### src/rtl/id_stage_if.sv
// id_stage_if: IF/ID, write-back and ID/EX signal bundle for id_stage
// master: the environment (IF/ID, WB and EX); slave: id_stage itself
interface id_stage_if #(
  parameter int XLEN = 32,
  parameter int REG_ADDR_WIDTH = 5
);
  logic                      in_valid;
  logic                      in_ready;
  logic [31:0]               inst;
  logic [XLEN-1:0]           pc;
  logic                      flush;
  logic                      wb_en;
  logic [REG_ADDR_WIDTH-1:0] wb_addr;
  logic [XLEN-1:0]           wb_data;
  logic                      out_valid;
  logic                      out_ready;
  logic [XLEN-1:0]           out_pc;
  logic [XLEN-1:0]           out_rs1_data;
  logic [XLEN-1:0]           out_rs2_data;
  logic [XLEN-1:0]           out_imm;
  logic [REG_ADDR_WIDTH-1:0] out_rs1;
  logic [REG_ADDR_WIDTH-1:0] out_rs2;
  logic [REG_ADDR_WIDTH-1:0] out_rd;
  logic [2:0]                out_funct3;
  logic                      out_funct7_5;
  logic                      out_branch;
  logic                      out_memread;
  logic                      out_memtoreg;
  logic                      out_memwrite;
  logic                      out_alusrc;
  logic                      out_regwrite;
  logic                      out_illegal;
  modport master (
    output in_valid, inst, pc, flush, wb_en, wb_addr, wb_data, out_ready,
    input  in_ready, out_valid, out_pc, out_rs1_data, out_rs2_data, out_imm,
           out_rs1, out_rs2, out_rd, out_funct3, out_funct7_5, out_branch,
           out_memread, out_memtoreg, out_memwrite, out_alusrc, out_regwrite,
           out_illegal
  );
  modport slave (
    input  in_valid, inst, pc, flush, wb_en, wb_addr, wb_data, out_ready,
    output in_ready, out_valid, out_pc, out_rs1_data, out_rs2_data, out_imm,
           out_rs1, out_rs2, out_rd, out_funct3, out_funct7_5, out_branch,
           out_memread, out_memtoreg, out_memwrite, out_alusrc, out_regwrite,
           out_illegal
  );
endinterface

### src/rtl/id_stage.sv
// id_stage: RV32I/RV64I decode stage with bypassed register file, load-use stall and ID/EX register
// ports: clk, rst (async, active-low), bus (id_stage_if.slave: IF/ID handshake, WB write port, ID/EX outputs)
// ID_ILLEGAL_TRAP_EN: when defined, unknown opcodes are issued with out_illegal set
module id_stage #(
  parameter int XLEN = 32,
  parameter int REG_ADDR_WIDTH = 5
) (
  input logic       clk,
  input logic       rst,
  id_stage_if.slave bus
);
  localparam int NREG = 1 << REG_ADDR_WIDTH;
`ifdef ID_ILLEGAL_TRAP_EN
  localparam logic TRAP = 1'b1;
`else
  localparam logic TRAP = 1'b0;
`endif
  typedef struct packed {
    logic                      valid;
    logic [XLEN-1:0]           pc;
    logic [XLEN-1:0]           rs1_data;
    logic [XLEN-1:0]           rs2_data;
    logic [XLEN-1:0]           imm;
    logic [REG_ADDR_WIDTH-1:0] rs1;
    logic [REG_ADDR_WIDTH-1:0] rs2;
    logic [REG_ADDR_WIDTH-1:0] rd;
    logic [2:0]                funct3;
    logic                      funct7_5;
    logic [5:0]                ctrl;
    logic                      illegal;
  } idex_t;
  logic [XLEN-1:0]           regs_q [NREG];
  logic [XLEN-1:0]           regs_d [NREG];
  idex_t                     idex_q, idex_d;
  logic [REG_ADDR_WIDTH-1:0] rs1, rs2, rd;
  logic [31:0]               imm_i, imm_s, imm_b, imm_u, imm_j;
  logic signed [31:0]        imm32;
  logic [5:0]                ctrl;
  logic                      illegal, used1, used2, hazard, load;
  assign rs1   = REG_ADDR_WIDTH'(bus.inst[19:15]);
  assign rs2   = REG_ADDR_WIDTH'(bus.inst[24:20]);
  assign rd    = REG_ADDR_WIDTH'(bus.inst[11:7]);
  assign imm_i = {{20{bus.inst[31]}}, bus.inst[31:20]};
  assign imm_s = {{20{bus.inst[31]}}, bus.inst[31:25], bus.inst[11:7]};
  assign imm_b = {{19{bus.inst[31]}}, bus.inst[31], bus.inst[7], bus.inst[30:25], bus.inst[11:8], 1'b0};
  assign imm_u = {bus.inst[31:12], 12'b0};
  assign imm_j = {{11{bus.inst[31]}}, bus.inst[31], bus.inst[19:12], bus.inst[20], bus.inst[30:21], 1'b0};
  // regs_d is next-state and, read combinationally, doubles as the same-cycle bypass
  always_comb begin
    regs_d = regs_q;
    if (bus.wb_en && bus.wb_addr != '0) regs_d[bus.wb_addr] = bus.wb_data;
  end
  // ctrl = {branch, memread, memtoreg, memwrite, alusrc, regwrite}
  always_comb begin
    ctrl    = '0;
    used1   = 1'b0;
    used2   = 1'b0;
    illegal = 1'b0;
    imm32   = '0;
    case (bus.inst[6:0])
      7'b0110011: begin ctrl = 6'b000001; used1 = 1'b1; used2 = 1'b1; end
      7'b0010011: begin ctrl = 6'b000011; used1 = 1'b1; imm32 = imm_i; end
      7'b0000011: begin ctrl = 6'b011011; used1 = 1'b1; imm32 = imm_i; end
      7'b0100011: begin ctrl = 6'b000110; used1 = 1'b1; used2 = 1'b1; imm32 = imm_s; end
      7'b1100011: begin ctrl = 6'b100000; used1 = 1'b1; used2 = 1'b1; imm32 = imm_b; end
      7'b1101111: begin ctrl = 6'b100001; imm32 = imm_j; end
      7'b1100111: begin ctrl = 6'b100011; used1 = 1'b1; imm32 = imm_i; end
      7'b0110111, 7'b0010111: begin ctrl = 6'b000011; imm32 = imm_u; end
      default: illegal = TRAP;
    endcase
  end
  assign hazard = idex_q.valid && idex_q.ctrl[4] && bus.in_valid && idex_q.rd != '0 &&
                  ((used1 && idex_q.rd == rs1) || (used2 && idex_q.rd == rs2));
  assign load = !idex_q.valid || bus.out_ready;
  assign bus.in_ready = load && (!hazard || bus.flush);
  always_comb begin
    idex_d = idex_q;
    if (load && !bus.flush && bus.in_valid && !hazard) begin
      idex_d.valid    = 1'b1;
      idex_d.pc       = bus.pc;
      idex_d.rs1_data = regs_d[rs1];
      idex_d.rs2_data = regs_d[rs2];
      idex_d.imm      = XLEN'(imm32);
      idex_d.rs1      = rs1;
      idex_d.rs2      = rs2;
      idex_d.rd       = rd;
      idex_d.funct3   = bus.inst[14:12];
      idex_d.funct7_5 = bus.inst[30];
      idex_d.ctrl     = ctrl;
      idex_d.illegal  = illegal;
    end else if (load) begin
      idex_d.valid   = 1'b0;
      idex_d.ctrl    = '0;
      idex_d.illegal = 1'b0;
    end
  end
  always_ff @(posedge clk or negedge rst)
    if (!rst) begin
      regs_q <= '{default: '0};
      idex_q <= '0;
    end else begin
      regs_q <= regs_d;
      idex_q <= idex_d;
    end
  assign bus.out_valid    = idex_q.valid;
  assign bus.out_pc       = idex_q.pc;
  assign bus.out_rs1_data = idex_q.rs1_data;
  assign bus.out_rs2_data = idex_q.rs2_data;
  assign bus.out_imm      = idex_q.imm;
  assign bus.out_rs1      = idex_q.rs1;
  assign bus.out_rs2      = idex_q.rs2;
  assign bus.out_rd       = idex_q.rd;
  assign bus.out_funct3   = idex_q.funct3;
  assign bus.out_funct7_5 = idex_q.funct7_5;
  assign {bus.out_branch, bus.out_memread, bus.out_memtoreg,
          bus.out_memwrite, bus.out_alusrc, bus.out_regwrite} = idex_q.ctrl;
  assign bus.out_illegal  = idex_q.illegal;
endmodule

### src/flat_wrapper.sv
// flat-port wrapper written by rule: the top's interface ports become plain ports
module id_stage_flat 
#(
  parameter int XLEN = 32,
  parameter int REG_ADDR_WIDTH = 5
)
  (clk, rst, bus_in_valid, bus_inst, bus_pc, bus_flush, bus_wb_en, bus_wb_addr, bus_wb_data, bus_out_ready, bus_in_ready, bus_out_valid, bus_out_pc, bus_out_rs1_data, bus_out_rs2_data, bus_out_imm, bus_out_rs1, bus_out_rs2, bus_out_rd, bus_out_funct3, bus_out_funct7_5, bus_out_branch, bus_out_memread, bus_out_memtoreg, bus_out_memwrite, bus_out_alusrc, bus_out_regwrite, bus_out_illegal);
  id_stage_if #(.XLEN(XLEN), .REG_ADDR_WIDTH(REG_ADDR_WIDTH)) bus_i ();
  input logic clk;
  input logic rst;
  input wire logic [$bits(bus_i.in_valid)-1:0] bus_in_valid;
  input wire logic [$bits(bus_i.inst)-1:0] bus_inst;
  input wire logic [$bits(bus_i.pc)-1:0] bus_pc;
  input wire logic [$bits(bus_i.flush)-1:0] bus_flush;
  input wire logic [$bits(bus_i.wb_en)-1:0] bus_wb_en;
  input wire logic [$bits(bus_i.wb_addr)-1:0] bus_wb_addr;
  input wire logic [$bits(bus_i.wb_data)-1:0] bus_wb_data;
  input wire logic [$bits(bus_i.out_ready)-1:0] bus_out_ready;
  output wire logic [$bits(bus_i.in_ready)-1:0] bus_in_ready;
  output wire logic [$bits(bus_i.out_valid)-1:0] bus_out_valid;
  output wire logic [$bits(bus_i.out_pc)-1:0] bus_out_pc;
  output wire logic [$bits(bus_i.out_rs1_data)-1:0] bus_out_rs1_data;
  output wire logic [$bits(bus_i.out_rs2_data)-1:0] bus_out_rs2_data;
  output wire logic [$bits(bus_i.out_imm)-1:0] bus_out_imm;
  output wire logic [$bits(bus_i.out_rs1)-1:0] bus_out_rs1;
  output wire logic [$bits(bus_i.out_rs2)-1:0] bus_out_rs2;
  output wire logic [$bits(bus_i.out_rd)-1:0] bus_out_rd;
  output wire logic [$bits(bus_i.out_funct3)-1:0] bus_out_funct3;
  output wire logic [$bits(bus_i.out_funct7_5)-1:0] bus_out_funct7_5;
  output wire logic [$bits(bus_i.out_branch)-1:0] bus_out_branch;
  output wire logic [$bits(bus_i.out_memread)-1:0] bus_out_memread;
  output wire logic [$bits(bus_i.out_memtoreg)-1:0] bus_out_memtoreg;
  output wire logic [$bits(bus_i.out_memwrite)-1:0] bus_out_memwrite;
  output wire logic [$bits(bus_i.out_alusrc)-1:0] bus_out_alusrc;
  output wire logic [$bits(bus_i.out_regwrite)-1:0] bus_out_regwrite;
  output wire logic [$bits(bus_i.out_illegal)-1:0] bus_out_illegal;
  assign bus_i.in_valid = bus_in_valid;
  assign bus_i.inst = bus_inst;
  assign bus_i.pc = bus_pc;
  assign bus_i.flush = bus_flush;
  assign bus_i.wb_en = bus_wb_en;
  assign bus_i.wb_addr = bus_wb_addr;
  assign bus_i.wb_data = bus_wb_data;
  assign bus_i.out_ready = bus_out_ready;
  assign bus_in_ready = bus_i.in_ready;
  assign bus_out_valid = bus_i.out_valid;
  assign bus_out_pc = bus_i.out_pc;
  assign bus_out_rs1_data = bus_i.out_rs1_data;
  assign bus_out_rs2_data = bus_i.out_rs2_data;
  assign bus_out_imm = bus_i.out_imm;
  assign bus_out_rs1 = bus_i.out_rs1;
  assign bus_out_rs2 = bus_i.out_rs2;
  assign bus_out_rd = bus_i.out_rd;
  assign bus_out_funct3 = bus_i.out_funct3;
  assign bus_out_funct7_5 = bus_i.out_funct7_5;
  assign bus_out_branch = bus_i.out_branch;
  assign bus_out_memread = bus_i.out_memread;
  assign bus_out_memtoreg = bus_i.out_memtoreg;
  assign bus_out_memwrite = bus_i.out_memwrite;
  assign bus_out_alusrc = bus_i.out_alusrc;
  assign bus_out_regwrite = bus_i.out_regwrite;
  assign bus_out_illegal = bus_i.out_illegal;
  id_stage #(.XLEN(XLEN), .REG_ADDR_WIDTH(REG_ADDR_WIDTH)) u_core (.clk(clk), .rst(rst), .bus(bus_i));
endmodule
### config.mk
export PLATFORM = sky130hd
export DESIGN_NAME = id_stage_flat
export DESIGN_NICKNAME = d
export VERILOG_FILES = /design/src/rtl/id_stage_if.sv /design/src/rtl/id_stage.sv /design/src/flat_wrapper.sv
export SDC_FILE = /design/constraint.sdc
export NUM_CORES = 2
export LEC_CHECK = 0
export ABC_AREA = 1
export CORE_UTILIZATION = 40
export DETAILED_ROUTE_END_ITERATION = 8
export GPL_ROUTABILITY_DRIVEN = 0
export MAX_ROUTING_LAYER = met4
export SLEW_MARGIN = 20
export SYNTH_ARGS = -nofsm -noshare
export SYNTH_HDL_FRONTEND = slang
export SYNTH_SLANG_ARGS = --single-unit
### constraint.sdc
create_clock -name clk -period 1.8 [get_ports clk]
set_clock_uncertainty 0.15 [all_clocks]
set_input_delay 0.36 -clock clk [delete_from_list [all_inputs] [get_ports clk]]
set_output_delay 0.36 -clock clk [all_outputs]
set_load 0.005 [all_outputs]
## Yosys cells after proc, flatten, opt, wreduce, memory -nomap -nowiden

Index checks and enable logic that the tools add are counted.

- Register bits after elaboration: 1179
- Word-level logic and storage cells: 106

- Magnitude comparators: 4
- Equal/unequal tests: 11
- Multiplexer cells: 18
- Bitwise logic cells: 3
- Reduce and logical (&&, ||, !) cells: 26

Operators with widths:

| kind | number |
|---|---|
| bitwise mux 1024 bit | 1 |
| two-way mux 1024 bit | 1 |
| binary-select mux 32 bit (select 5 bit) | 2 |
| demux 32 bit (select 5 bit) | 1 |
| two-way mux 32 bit | 5 |
| case mux 32 bit (5 select lines) | 1 |
| case mux 6 bit (7 select lines) | 1 |
| == test 7 x 6 -> 1 bit (second input constant) | 3 |
| == test 7 bit (second input constant) | 3 |
| >= comparator 6 bit (second input constant) | 3 |
| inverter 5 -> 6 bit | 3 |
| == test 7 x 5 -> 1 bit (second input constant) | 2 |
| two-way mux 7 bit | 2 |
| logical AND 1 bit | 12 |
| == test 5 bit | 2 |
| nonzero test 5 bit | 2 |
| OR reduction 3 bit | 3 |
| == test 7 x 2 -> 1 bit (second input constant) | 1 |
| less-than comparator 6 x 1 -> 1 bit (second input constant) | 1 |
| OR reduction 6 bit | 1 |
| two-way mux 1 bit | 4 |
| logical NOT 1 bit | 3 |
| logical OR 1 bit | 3 |
| nonzero test 2 bit | 1 |
| OR reduction 2 bit | 1 |

## Depth between registers and ports, before layout

- Word-level depth: 10
- Depth in mapped cells: 15
- Depth with buffers taken out: 14

## Least setup slack after synthesis

Ideal clock, no wire load.

- Path type: input -> register
- Start point: input port bus_wb_en
- End point: register u_core.idex_q, in the netlist u_core.bus.out_rs1_data[23]
- Setup time: 0.125 ns
- Arrival time: 1.733 ns
- Path slack: -0.208 ns
- Stages: 14
- Path through: buf_4 nand2_2 nor2_2 nand2_1 buf_2 buf_2 nand2_1 nand3_1 nand3_1 nand2_1 nand2_1 nand3_1 nand3_1 nand3_1

- Cells in the longest elaborated chain, start to end: 5

Ends and longest elaborated chain:

| element | line | RTL |
|---|---|---|
| start, declared | flat_wrapper.sv:15 | `input wire logic [$bits(bus_i.wb_en)-1:0] bus_wb_en;` |
| logical AND 1 bit | id_stage.sv:51 | `if (bus.wb_en && bus.wb_addr != '0) regs_d[bus.wb_addr] = bus.wb_data;` |
| two-way mux 1024 bit | id_stage.sv:51 |  |
| binary-select mux 32 bit (select 5 bit) | id_stage.sv:81 | `idex_d.rs1_data = regs_d[rs1];` |
| two-way mux 32 bit (implied by the code) (2 in a row) | id_stage.sv:81 |  |
| end signal, assigned | id_stage.sv:103 | `idex_q <= idex_d;` |
| end, declared | id_stage.sv:34 | `idex_t idex_q, idex_d;` |

No other way between the ends. The select of a mux whose other input is x is not followed.
A chain may end at the register's enable or synchronous reset.

## Final worst setup path

- Start point: register u_core.idex_q, in the netlist u_core.bus.out_rd[2]
- End point: output port bus_in_ready

- Cells in the longest elaborated chain, start to end: 7

Ends and longest elaborated chain:

| element | line | RTL |
|---|---|---|
| == test 5 bit | id_stage.sv:73 | `((used1 && idex_q.rd == rs1) \|\| (used2 && idex_q.rd == rs2));` |
| logical AND 1 bit | id_stage.sv:73 |  |
| logical OR 1 bit | id_stage.sv:73 |  |
| logical AND 1 bit * | id_stage.sv:72 | `assign hazard = idex_q.valid && idex_q.ctrl[4] && bus.in_valid && idex_q.rd != '0 &&` |
| logical NOT 1 bit * | id_stage.sv:75 | `assign bus.in_ready = load && (!hazard \|\| bus.flush);` |
| logical OR 1 bit * | id_stage.sv:75 |  |
| logical AND 1 bit * | id_stage.sv:75 |  |
| end, declared | flat_wrapper.sv:19 | `output wire logic [$bits(bus_i.in_ready)-1:0] bus_in_ready;` |

Every way passes the cells marked *; elsewhere a longest branch is shown, timed or not.

==> flow_summary.ini <==
[drt]
drc = 1
post_drt_wl_per_cell_um = 24.2
wirelength_um = 337000
drtIter0Drc = 11451
drtPass1Iterations = 9
routed_via_density = 6.05
via_count = 84177
ant_nets = 0

[floorplan]
coreArea_um2 = 172000
rows = 152
start_util_pct = 40.4
die_height_um = 419
die-area_um2 = 176000
die_x_um = 419
io-pin-count = 263

[finish]
layout_common_cells = nand3_1, nand2_1, buf_4
syn2layout_area_growth_pct = 40.8
mostFrequentLayoutCell = nand3_1
drive_gt1_share_pct = 23.5
final_core_util_pct = 56.9
nets = 11595
final_area_um2 = 98000

[placed_design]
dpl_cell_area_um2 = 88800
pre_cts_ws_ns = -1.52
io_buffers = 261
hpwlAfterDp_um = 217000

[cts]
clk_pin_slew_ns = 0.06
clock_path_buffers = 3
htree_levels = 4
clock_sinks = 1177
cts_root_buffer = clkbuf_16
cts_tree = yes
cts_buffers = 144
insertion_delay_ns = 0.83

[synth]
syn_area_um2 = 69600
netlist_instances = 9996
ys_async_sr_fraction_pct = 100
syn_nets = 10103
ys.warnings.count = 0
yosys_register_bits = 1177
synth_edf_count = 0
syn_area_per_cell_um2 = 6.96
yosysUniqueCellTypes = 36
seq_area_frac_synth_pct = 42.3
yosys_most_used_dff = dfrtp_1

[power]
p_per_area_nw_per_um2 = 926
seq_power_share_pct = 36.9
pwr-share-clk_pct = 35.2
pwr-share-comb_pct = 28.0
switching_power_uw = 29900
swShare_pct = 32.9
internal-power_uw = 60900
p_leak_uw = 0.0503
ir_drop_uv = 1080

[timing]
worst_pin_slew_ns = 1.09
rsz0062_at_grt = true
hold_viol = 0
final.setup.worst_slack_ns = -0.830
fin_setup_tns_ns = -116.01
drv_slew = 0
relSlewSlack_pct = 27.5
setup_viol = 308
fin_hold_ws_ns = 0.0275
post-route-min-period_ns = 2.63
final.period_utilization_pct = 146
fmaxAchievable_mhz = 380

[run_status]
violations = design-rule violations, negative setup slack
status = finished with violations

[grt]
grt_max_degree = 78
grt_remaining_overflow = 0
use_met1_pct = 47.7
grt_use_met3_pct = 11.5
grt.busiest_layer = met2
grt_pass1_wl_um = 496000
grt.total_usage_pct = 38.3
met2_usage_pct = 54.2
antenna_found_initial = 6
grt_pass1_vias = 80136

[critical_path]
worstRegToRegCells = 17
cp_slowest_cell = dfrtp_2
start_kind = flip-flop
cp_slowest_stage_delay_ns = 0.44
cp-end-kind = output pin
cp_cell_sequence = xor2_1 > nor2_1 > nand2_1 > nor2_1 > nand2_1 > nand2_1 > nand2_2 > o21ai_1 > inv_1 > buf_2
r2r-start = u_core.bus.out_rd[2]
cp_max_fo = 3
worstPathArrival_ns = 2.12
cp_common_cell = nand2_1
critical_path.startpoint = u_core.bus.out_rd[2]
critical_path_class = reg -> out
cp_data_required_time_ns = 1.29

[hold_path]
worstHoldStart = bus_inst[7]
hold_class = in -> reg
hold_depth = 3

[run]
maxCapViolCount = 0
## final timing paths
check                                             end  slack [ns]
max reg2reg                u_core.bus.out_rs1_data[7]       -0.77
min reg2reg                        u_core.regs_q[997]        0.25
min                              u_core.bus.out_rd[0]        0.03
max in group asynchronous          u_core.regs_q[307]        0.52
max                                      bus_in_ready       -0.83
min in group asynchronous          u_core.regs_q[358]        0.14
## kinds of logic after synthesis
group | share of synthesized area (%)
buffers and inverters | 7.02
xor gates and xnor gates | 0.0504
DFF | 42.3
AOI/OAI and AO/OA | 2.72
other | 0.00539
and+or+nand+nor | 47.9
## critical path: cells and delay by family (launching register included)
family / cells / cell delay, ns
flip-flops: 1 / 0.44
AND/OR/NAND/NOR: 6 / 0.44
buffers and inverters: 2 / 0.17
XOR/XNOR: 1 / 0.15
AO/OA/AOI/OAI: 1 / 0.11
## state kept, by name, summed over array words and instances, names as in the netlist, 3 cells and up
name / cells
u_core.bus.out_rs1: 5
u_core.bus.out_imm: 32
u_core.bus.out_rs1_data: 32
u_core.bus.out_rs2_data: 32
u_core.bus.out_rd: 5
u_core.regs_q: 1024
u_core.bus.out_funct3: 3
u_core.bus.out_pc: 32
u_core.bus.out_rs2: 5
## synthesized netlist by cell type, drive strengths merged, types with 2 or more instances
master / number / area (um2)
nor2: 53 / 231
and2: 173 / 1080
o21a: 68 / 510
nand3: 4174 / 20900
dfrtp: 1177 / 29500
a22o: 2 / 17.5
or2: 45 / 282
inv: 311 / 1170
buf: 453 / 2110
o211ai: 46 / 345
nand2: 2838 / 10700
clkinv: 12 / 45.0
o21ai: 101 / 505
xor2: 3 / 26.3
nand4: 15 / 100
nor3: 4 / 20.0
a21oi: 90 / 450
o22ai: 7 / 43.8
clkbuf: 417 / 1570
## layer usage
| layer | share of wire (%) | routed length [um] |
|---|---|---|
| met2 | 42 | 141000 |
| met5 | 0 | 0 |
| met4 | 7.4 | 24900 |
| met1 | 37 | 125000 |
| met3 | 14 | 46000 |
## final cells by class
class / count / area [um2]
antenna: 5 / 12.5
clock buffer: 210 / 4270
clock inverter: 54 / 868
fill: 15410 / 74100
inverter: 323 / 1320
multi-input combinational: 7626 / 37000
sequential: 1177 / 29500
tap: 2310 / 2890
timing repair buffer: 2216 / 22100
## timing repair
action	4_1_cts	5_1_grt
hold endpoints to repair	1159	0
cloned	22	16
endpoints found under the setup margin	315	486
hold buffers	44	0
pin swaps	27	61
resized for setup	939	324
setup buffers	57	78
## power groups by stage
stage / clock network, uW / logic (uW) / registers [uW]
finish: 31900 / 25400 / 33500
global route: 33000 / 27500 / 33800
CTS: 32000 / 23900 / 33300
detailed placement: 0 / 23300 / 33600
global placement: 0 / 22800 / 33500
floorplan: 0 / 12800 / 32800
## stage by stage
stage               total power (uW)  std cells
finish                         90800      13921
global route                   94300      13921
CTS                            89200      13839
detailed placement             56900      13453
global placement               56300      13453
floorplan                      45600       9996
Power figures use the tool's default switching activity.
